File: src/rtl/bht_pkg.sv
// Shared types and helpers for the branch history table controller.
// Holds counter encodings, FSM state, update-queue entry and saturation helper.
package bht_pkg;

  localparam logic [1:0] SNT = 2'b00;
  localparam logic [1:0] WNT = 2'b01;
  localparam logic [1:0] WT  = 2'b10;
  localparam logic [1:0] ST  = 2'b11;

  // Widest index an entry can carry.
  localparam int IDX_MAX_W = 16;

  typedef enum logic {
    INIT = 1'b0,
    RUN  = 1'b1
  } bht_state_e;

  typedef struct packed {
    logic [IDX_MAX_W-1:0] idx;
    logic                 taken;
  } upd_ent_t;

  function automatic logic [1:0] sat_update(
    input logic [1:0] cnt,
    input logic       taken
  );
    if (taken)
      return (cnt == ST) ? ST : cnt + 2'd1;
    return (cnt == SNT) ? SNT : cnt - 2'd1;
  endfunction

endpackage

File: src/rtl/bht_ctrl_upd_fifo.sv
// Update queue: UQ_DEPTH-entry FIFO, entry 0 is the oldest.
// Ports: clr (discard), enq/din, deq, ents (all entries), cnt (occupancy).
module bht_ctrl_upd_fifo
  import bht_pkg::*;
#(
  parameter int UQ_DEPTH = 2,
  parameter int CNT_W    = $clog2(UQ_DEPTH + 1)
) (
  input  logic                       clk,
  input  logic                       rst_n,
  input  logic                       clr,
  input  logic                       enq,
  input  upd_ent_t                   din,
  input  logic                       deq,
  output upd_ent_t [UQ_DEPTH-1:0]    ents,
  output logic     [CNT_W-1:0]       cnt
);

  logic [CNT_W-1:0] wr_ptr;

  // With a dequeue the new entry lands one slot lower after the shift.
  assign wr_ptr = cnt - CNT_W'(deq);

  always_ff @(posedge clk) begin
    if (!rst_n || clr)
      cnt <= '0;
    else
      cnt <= cnt + CNT_W'(enq) - CNT_W'(deq);
  end

  always_ff @(posedge clk) begin
    if (deq) begin
      for (int i = 0; i < UQ_DEPTH - 1; i++)
        ents[i] <= ents[i+1];
    end
    if (enq)
      ents[wr_ptr] <= din;
  end

endmodule

File: src/rtl/bht_ctrl.sv
// Branch history table controller: 2-bit counters, single port, update queue.
// Ports: lk_* fetch lookup, upd_* EX update, flush_req, init_busy. Macro BHT_FWD_EN.
module bht_ctrl
  import bht_pkg::*;
#(
  parameter int PC_W     = 32,
  parameter int IDX_W    = 6,
  parameter int UQ_DEPTH = 2
) (
  input  logic            clk,
  input  logic            rst_n,
  input  logic            lk_valid,
  input  logic [PC_W-1:0] lk_pc,
  output logic            lk_ready,
  output logic            lk_pred_valid,
  output logic            lk_pred,
  input  logic            upd_valid,
  input  logic [PC_W-1:0] upd_pc,
  input  logic            upd_taken,
  output logic            upd_ready,
  input  logic            flush_req,
  output logic            init_busy
);

  localparam int N     = 1 << IDX_W;
  localparam int CNT_W = $clog2(UQ_DEPTH + 1);

  bht_state_e              state;
  logic [IDX_W-1:0]        sweep;
  logic [1:0]              tbl [N];

  upd_ent_t [UQ_DEPTH-1:0] q_ents;
  logic [CNT_W-1:0]        q_cnt;
  upd_ent_t                q_din;
  upd_ent_t                head;

  logic             run;
  logic             q_full;
  logic             q_empty;
  logic             lk_fire;
  logic             enq;
  logic             deq;
  logic [IDX_W-1:0] lk_idx;
  logic [IDX_W-1:0] head_idx;
  logic [1:0]       rd_cnt;
  logic             unused_ok;

  assign run      = (state == RUN);
  assign q_full   = (q_cnt == CNT_W'(UQ_DEPTH));
  assign q_empty  = (q_cnt == '0);
  assign lk_idx   = lk_pc[IDX_W+1:2];
  assign head     = q_ents[0];
  assign head_idx = head.idx[IDX_W-1:0];

  assign init_busy = ~run;
  assign lk_ready  = run & ~q_full;
  assign upd_ready = ~q_full & ~flush_req;

  // Full queue steals the port; otherwise lookups win over drains.
  assign lk_fire = lk_valid & lk_ready;
  assign enq     = upd_valid & upd_ready;
  assign deq     = run & ~q_empty & (q_full | ~lk_valid);

  assign q_din.idx   = IDX_MAX_W'(upd_pc[IDX_W+1:2]);
  assign q_din.taken = upd_taken;

  assign unused_ok = ^{lk_pc[1:0], lk_pc[PC_W-1:IDX_W+2],
                       upd_pc[1:0], upd_pc[PC_W-1:IDX_W+2],
                       q_ents};

  bht_ctrl_upd_fifo #(
    .UQ_DEPTH (UQ_DEPTH),
    .CNT_W    (CNT_W)
  ) u_fifo (
    .clk   (clk),
    .rst_n (rst_n),
    .clr   (flush_req),
    .enq   (enq),
    .din   (q_din),
    .deq   (deq),
    .ents  (q_ents),
    .cnt   (q_cnt)
  );

  always_comb begin
    rd_cnt = tbl[lk_idx];
`ifdef BHT_FWD_EN
    // Fold pending updates for this index in queue order.
    for (int i = 0; i < UQ_DEPTH; i++) begin
      if ((CNT_W'(i) < q_cnt) &&
          (q_ents[i].idx[IDX_W-1:0] == lk_idx))
        rd_cnt = sat_update(rd_cnt, q_ents[i].taken);
    end
`endif
  end

  always_ff @(posedge clk) begin
    if (rst_n) begin
      if (!run)
        tbl[sweep] <= SNT;
      else if (deq)
        tbl[head_idx] <= sat_update(tbl[head_idx], head.taken);
    end
  end

  always_ff @(posedge clk) begin
    if (!rst_n) begin
      state <= INIT;
      sweep <= '0;
    end else begin
      unique case (state)
        INIT: begin
          if (flush_req) begin
            sweep <= '0;
          end else if (sweep == '1) begin
            state <= RUN;
            sweep <= '0;
          end else begin
            sweep <= sweep + 1'b1;
          end
        end
        RUN: begin
          if (flush_req) begin
            state <= INIT;
            sweep <= '0;
          end
        end
        default: begin
          state <= INIT;
          sweep <= '0;
        end
      endcase
    end
  end

  always_ff @(posedge clk) begin
    if (!rst_n) begin
      lk_pred_valid <= 1'b0;
      lk_pred       <= 1'b0;
    end else begin
      lk_pred_valid <= lk_fire;
      if (lk_fire)
        lk_pred <= rd_cnt[1];
    end
  end

endmodule
File: config.mk
export PLATFORM = sky130hd
export DESIGN_NAME = bht_ctrl
export DESIGN_NICKNAME = d
export VERILOG_FILES = /design/src/rtl/bht_pkg.sv /design/src/rtl/bht_ctrl_upd_fifo.sv /design/src/rtl/bht_ctrl.sv
export SDC_FILE = /design/constraint.sdc
export NUM_CORES = 1
export LEC_CHECK = 0
export ABC_AREA = 1
export CAP_MARGIN = 40
export CELL_PAD_IN_SITES_DETAIL_PLACEMENT = 0
export CELL_PAD_IN_SITES_GLOBAL_PLACEMENT = 1
export CORE_MARGIN = 2
export CORE_UTILIZATION = 47
export DETAILED_ROUTE_END_ITERATION = 10
export GPL_TIMING_DRIVEN = 0
export HOLD_SLACK_MARGIN = 0.02
export PLACE_DENSITY = 0.87
export SLEW_MARGIN = 15
export SYNTH_ARGS = -nofsm -noshare
export SYNTH_HDL_FRONTEND = slang
export SYNTH_SLANG_ARGS = --single-unit
File: constraint.sdc
create_clock -name clk -period 8.5 [get_ports clk]
set_clock_uncertainty 0.2 [all_clocks]
set_input_delay 1.7 -clock clk [delete_from_list [all_inputs] [get_ports clk]]
set_output_delay 1.7 -clock clk [all_outputs]
set_load 0.005 [all_outputs]
==> run metrics, run 1 <==
share of flip-flops with an asynchronous set or reset=0%; CP dominant cell by count=clkdlybuf4s50_1; Residual DRC=0; placed cell area=0.008011 mm2; initial antenna violation count=0; Ant. Diodes=0; critical path capture point type=output port; nets@finish=approximately 920; syn nets=just under 900; Max Fclk=roughly 0.21 GHz; Slowest cell on crit path=clkdlybuf4s50_1; GRT Residual Overflow=0; # Post-CTS Setup Buffers=0; RSZ-0062 raised after global routing=false; critical path arrival=2.89 ns; fin util=56.51%; DR iter-0 viols=approximately 860; H-tree Lvls=4; crit start category=input port; Core ar.=roughly 0.015 mm2; Tightest Hold Check Type=register to register; vias in the first global route=~6,100; mux cell area share after synthesis=0%; reg2reg setup slack=between 5 and 6 ns; post-synthesis compound-gate area fraction=3.980%; Synth Flop Type=edfxtp_1; DIE HEIGHT=129.6 um; synthesis-to-finish area growth=16.66%; later-pin clock latency in the skew report=approximately 0.43 ns; Final Cycle Share=~56%; Max Cap Viol=0; Starting Density=about 48%; Netlist Area Pre-Place=between 0.007 and 0.008 mm2; ANT nets after route=0; share of cells above drive strength 1=10.54%; crit-path max FO=5; total chip power=1.911 mW; CP peak stage delay=around 0.53 ns; YS warnings=0; post-cts sizing count=0; setup ws final=about 3.7 ns; Peak VDD IR=around 0.00014 V; largest family of logic cells by synthesized area=simple AND/OR/NAND/NOR gates; HPWL after detailed placement=~16,000 um; GRT Util Overall=28.57%; number of synthesized register bits=153; kind of critical path=input port to output port; PortBufs=20; Setup violations, final=0; XOR/XNOR share of the synthesized area=less than 1%; vias per inst=5.814; placed instance count=roughly 1,000; CTS buffer count=17; Avg Cell Area, Syn=slightly above 9 um2; Final Slew Violations=0; CTS tree=yes; I/O pins=75; outcome=completed; WL final=22,750 um; commonest non-fill, non-tap cell in the layout=nand2_1; Power per Cell Area=220.8 mW/mm2; CTS Buffer Depth=2; Syn Inst Count=806; Die W=129.6 um; unique cell type count in the Yosys netlist=31; 1st-pass router iterations=6; Hold Violations, Final=0; Root Driver=clkbuf_16; post-layout minimum cycle time=4.794 ns; Leak=between 3 and 4 nW; Critical Path RT=between 6 and 7 ns; # rows=between 40 and 50; via count=roughly 6,200; Final GP Congestion=0.9429; final instance area=slightly below 0.009 mm2; CP Cell Sequence=clkdlybuf4s50_1, nor2_1, clkdlybuf4s50_1; sequential share of the synthesized area=around three fifths; CTS Sinks=about 150; Reg clk slew, reported paths=approximately 0.06 ns; TNS Setup=0 ns; setup slack after placement=3.705 ns; Fin Hold WS=between 0.3 and 0.4 ns; largest net degree at the start of global routing=26; Synth Area in Adders=less than 1%; most frequent cells in the layout=nand2_1 (243), nand3_1 (158), edfxtp_1 (135), nor2_1 (98), inv_1 (31); Non-Filler Instances=1,074; Post-synth EDFFs=135; die area=about 0.017 mm2; # hold bufs at CTS=0; simple-gate share of the synthesized area=31.37%; Slew headroom=roughly two fifths; routed len/inst=21.18 um; Filler Cell Count=~1,400; first-pass GRT wire length=34,600 um; Slew @ Worst Pin=about 0.9 ns
==> per-layer routing <==
metal	GRT usage (%)	routed length, um	vias to the layer above
li1	-	-	2842
met1	37.34	8845	2926
met2	43.95	10420	400
met3	7.143	2443	76
met4	15.50	1034	0
met5	0	0	-
==> critical path: cells and delay by family <==
family / cells / cell delay [ns]
buf+inv: 2 / 1.01
simple gates: 1 / 0.18
==> power by group <==
group	internal (mW)	switching, mW	leakage (nW)	total [mW]
logic	0.0781	0.201	1.75	0.279
clock network	0.502	0.309	0.305	0.811
registers	0.814	0.00724	1.27	0.821
total	1.39	0.517	3.33	1.91
==> layout make-up <==
class                           count  area, um2  area share (%)
Sequential cell                   153       4414           51.00
Multi-Input combinational cell    575       2696           31.16
Clock buffer                       19      442.9           5.118
Timing Repair Buffer               25      315.3           3.643
Tap cell                          211      264.0           3.050
Clock inverter                     13      195.2           2.255
Buffer                             38      176.4           2.038
Inverter                           40      150.1           1.735
==> kinds of logic (layout without fill, tap and decap cells) <==
family | after synthesis | after routing
xor+xnor | 2 | 2
simple gates | 525 | 525
flops | 153 | 153
buf+inv | 78 | 135
compound gates | 45 | 45
fa+ha+maj | 3 | 3
==> synthesized netlist by cell type (2+ instances only) <==
master    instances  area share, %
o22ai_1           2           0.17
clkinv_1          2           0.10
nor3_1            6           0.40
clkbuf_1         15           0.76
o21ai_0          14           0.94
inv_2             7           0.35
nand2_1         243             12
buf_1             3           0.15
nand4_2           3           0.51
nand3_1         158             11
nand2_2           8           0.67
inv_1            31            1.6
nand4_4           5            1.4
dfxtp_1          18            4.9
nor2_1           99            5.0
buf_2            17            1.1
ha_1              3           0.51
a21oi_1          13           0.88
o21ai_4           2           0.44
o21ai_2           5           0.59
xor2_1            2           0.24
o31ai_1           7           0.71
edfxtp_1        135             55
==> worst paths after layout <==
kind | endpoint | depth (start not counted) | startpoint
worst min register to register | sweep[5]$_SDFFE_PN0P_ | 2 | sweep[5]$_SDFFE_PN0P_
worst min-delay path | sweep[5]$_SDFFE_PN0P_ | 2 | sweep[5]$_SDFFE_PN0P_
worst max-delay path | upd_ready | 3 | flush_req
worst max register to register | tbl[31][0]$_DFFE_PP_ | 13 | u_fifo.ents[2]$_DFF_P_
==> state kept, by name (all words and copies together) (netlist names) <==
name	cells
u_fifo.ents	14
lk_pred	1
lk_pred_valid	1
sweep	6
run	1
tbl	128
u_fifo.cnt	2
No activity file was read; power rests on OpenSTA's default activity.
==> run 2, diff against run 1 <==
- CORE_UTILIZATION: 47 -> 44
- PLACE_DENSITY: 0.87 -> 0.82
- clock period: 8.5 -> 4.54 ns (I/O delays scaled with it)
==> run 2 against run 1 <==
Compared with the run above: die area up 6.6%; non-clock buffer count did not move; via count fell by 2.6%; worst hold slack got worse by 0.035 ns; critical endpoint is now tbl[36][1]$_DFFE_PP_; largest power group unchanged.
==> run metrics, run 2 (same netlist as run 1, synthesis figures left out) <==
via count=6,080; CTS tree=yes; most frequent cells in the layout=nand2_1 (243), nand3_1 (158), edfxtp_1 (135), nor2_1 (98), inv_1 (31); post-layout minimum cycle time=about 3.5 ns; Slew headroom=between 30% and 40%; Met2 Routed Length=10,890 um; WL final=23,210 um; PortBufs=20; # rows=47; CP peak stage delay=a little over 0.7 ns; DR iter-0 viols=just under 900; Root Driver=clkbuf_16; GRT Util Overall=around a quarter; critical path capture point type=register; CP top delay family=simple AND/OR/NAND/NOR gates; ANT nets after route=0; nets@finish=~900; synthesis-to-finish area growth=15.60%; Final GP Congestion=between 0.9 and 1; Reg clk slew, reported paths=~0.06 ns; Residual DRC=0; outcome=completed; first-pass GRT wire length=about 35,000 um; vias in the first global route=~5,700; initial antenna violation count=0; setup ws final=1.081 ns; share of cells above drive strength 1=10.08%; RSZ-0062 raised after global routing=false; HPWL after detailed placement=approximately 15,000 um; Tightest Hold Check Type=register to register; Biggest register=tbl; crit-path max FO=25; post-cts sizing count=0; Final Slew Violations=0; die area=around 0.018 mm2; Ant. Diodes=0; vias per inst=between 5 and 6; CP Cell Sequence=inv_2, clkbuf_1, nand2_1, nand3_1, nand3_1, nand2_1, nand2_1, nand3_1, nand3_1, nand2_1, a21oi_1, nor2_4, buf_16, buf_16; routed len/inst=approximately 21 um; H-tree Lvls=4; placed cell area=0.008011 mm2; Non-Filler Instances=about 1,100; CTS Sinks=around 150; setup slack after placement=~0.8 ns; Setup violations, final=0; kind of critical path=register to register; Hold Violations, Final=0; CTS Buffer Depth=2; Met1 Routed Length=about 9800 um; critical path arrival=3.53 ns; Slew @ Worst Pin=approximately 0.92 ns; max reg flops=128; GRT Residual Overflow=0; I/O pins=75; commonest non-fill, non-tap cell in the layout=nand2_1; later-pin clock latency in the skew report=0.43 ns; Leak=3.274 nW; Max Fclk=about 0.29 GHz; Power per Cell Area=between 400 and 500 mW/mm2; Filler Cell Count=1,513; placed instance count=1,051; Max Cap Viol=0; largest net degree at the start of global routing=34; crit start category=register; 1st-pass router iterations=5; Final Cycle Share=~76%; CTS buffer count=17; fin util=between 50% and 60%; routed wl met3=1895 um; # hold bufs at CTS=0; Slowest cell on crit path=clkbuf_1; Peak VDD IR=approximately 0.00032 V; Core ar.=approximately 0.017 mm2; Critical Path RT=between 4 and 5 ns; WP buf/inv=4; Largest regs=tbl (128), u_fifo.ents (14), sweep (6); # Post-CTS Setup Buffers=0; Die W=roughly 130 um; Starting Density=44.89%; top routing layer in use=met4; final instance area=approximately 0.0086 mm2; DIE HEIGHT=133.8 um
-- run 2: power breakdown --
| group | switching [mW] | leakage, nW | internal, mW | total [mW] |
|---|---|---|---|---|
| logic | 0.383 | 1.75 | 0.149 | 0.532 |
| registers | 0.0137 | 1.26 | 1.52 | 1.54 |
| clock network | 0.571 | 0.269 | 0.812 | 1.38 |
-- run 2: worst paths after layout --
| path | start | endpoint | slack [ns] | cells past startpoint |
|---|---|---|---|---|
| setup / recovery | u_fifo.ents[1]$_DFF_P_ | tbl[36][1]$_DFFE_PP_ | 1.08 | 14 |
| hold / removal | sweep[5]$_SDFFE_PN0P_ | sweep[5]$_SDFFE_PN0P_ | 0.27 | 2 |
| setup reg to reg | u_fifo.ents[1]$_DFF_P_ | tbl[36][1]$_DFFE_PP_ | 1.08 | 14 |
| hold reg to reg | sweep[5]$_SDFFE_PN0P_ | sweep[5]$_SDFFE_PN0P_ | 0.27 | 2 |
-- run 2: per-layer routing --
layer  GRT usage, %  up-vias
li1               -     2836
met1          36.96     2912
met2          42.36      280
met3          5.820       52
met4          8.274        0
met5              0        -
-- run 2: cell type report --
type / instances / area (um2) / share of cell area [%]
buffer: 38 / 176.4 / 2.057
tap: 220 / 275.3 / 3.210
clock buffer: 22 / 444.2 / 5.179
multi-input combinational: 575 / 2696 / 31.44
inverter: 40 / 150.1 / 1.751
clock inverter: 10 / 120.1 / 1.401
timing repair buffer: 25 / 299.0 / 3.487
sequential: 153 / 4414 / 51.47
-- run 2: per-stage QoR --
step	total power [mW]	hold slack, ns	setup TNS (ns)
6_report	3.453	0.2675	0
5_1_grt	3.552	0.2819	0
4_1_cts	3.443	0.2689	0
3_5_place_dp	2.081	0.2564	0
3_3_place_gp	2.072	0.2514	-195.20
2_1_floorplan	1.880	0.2435	0
-- run 2: worst min-delay path, stage by stage, from the launching register on --
cell,delay [ns]
dfxtp_1,0.31
nand2_1,0.06
a21oi_1,0.05
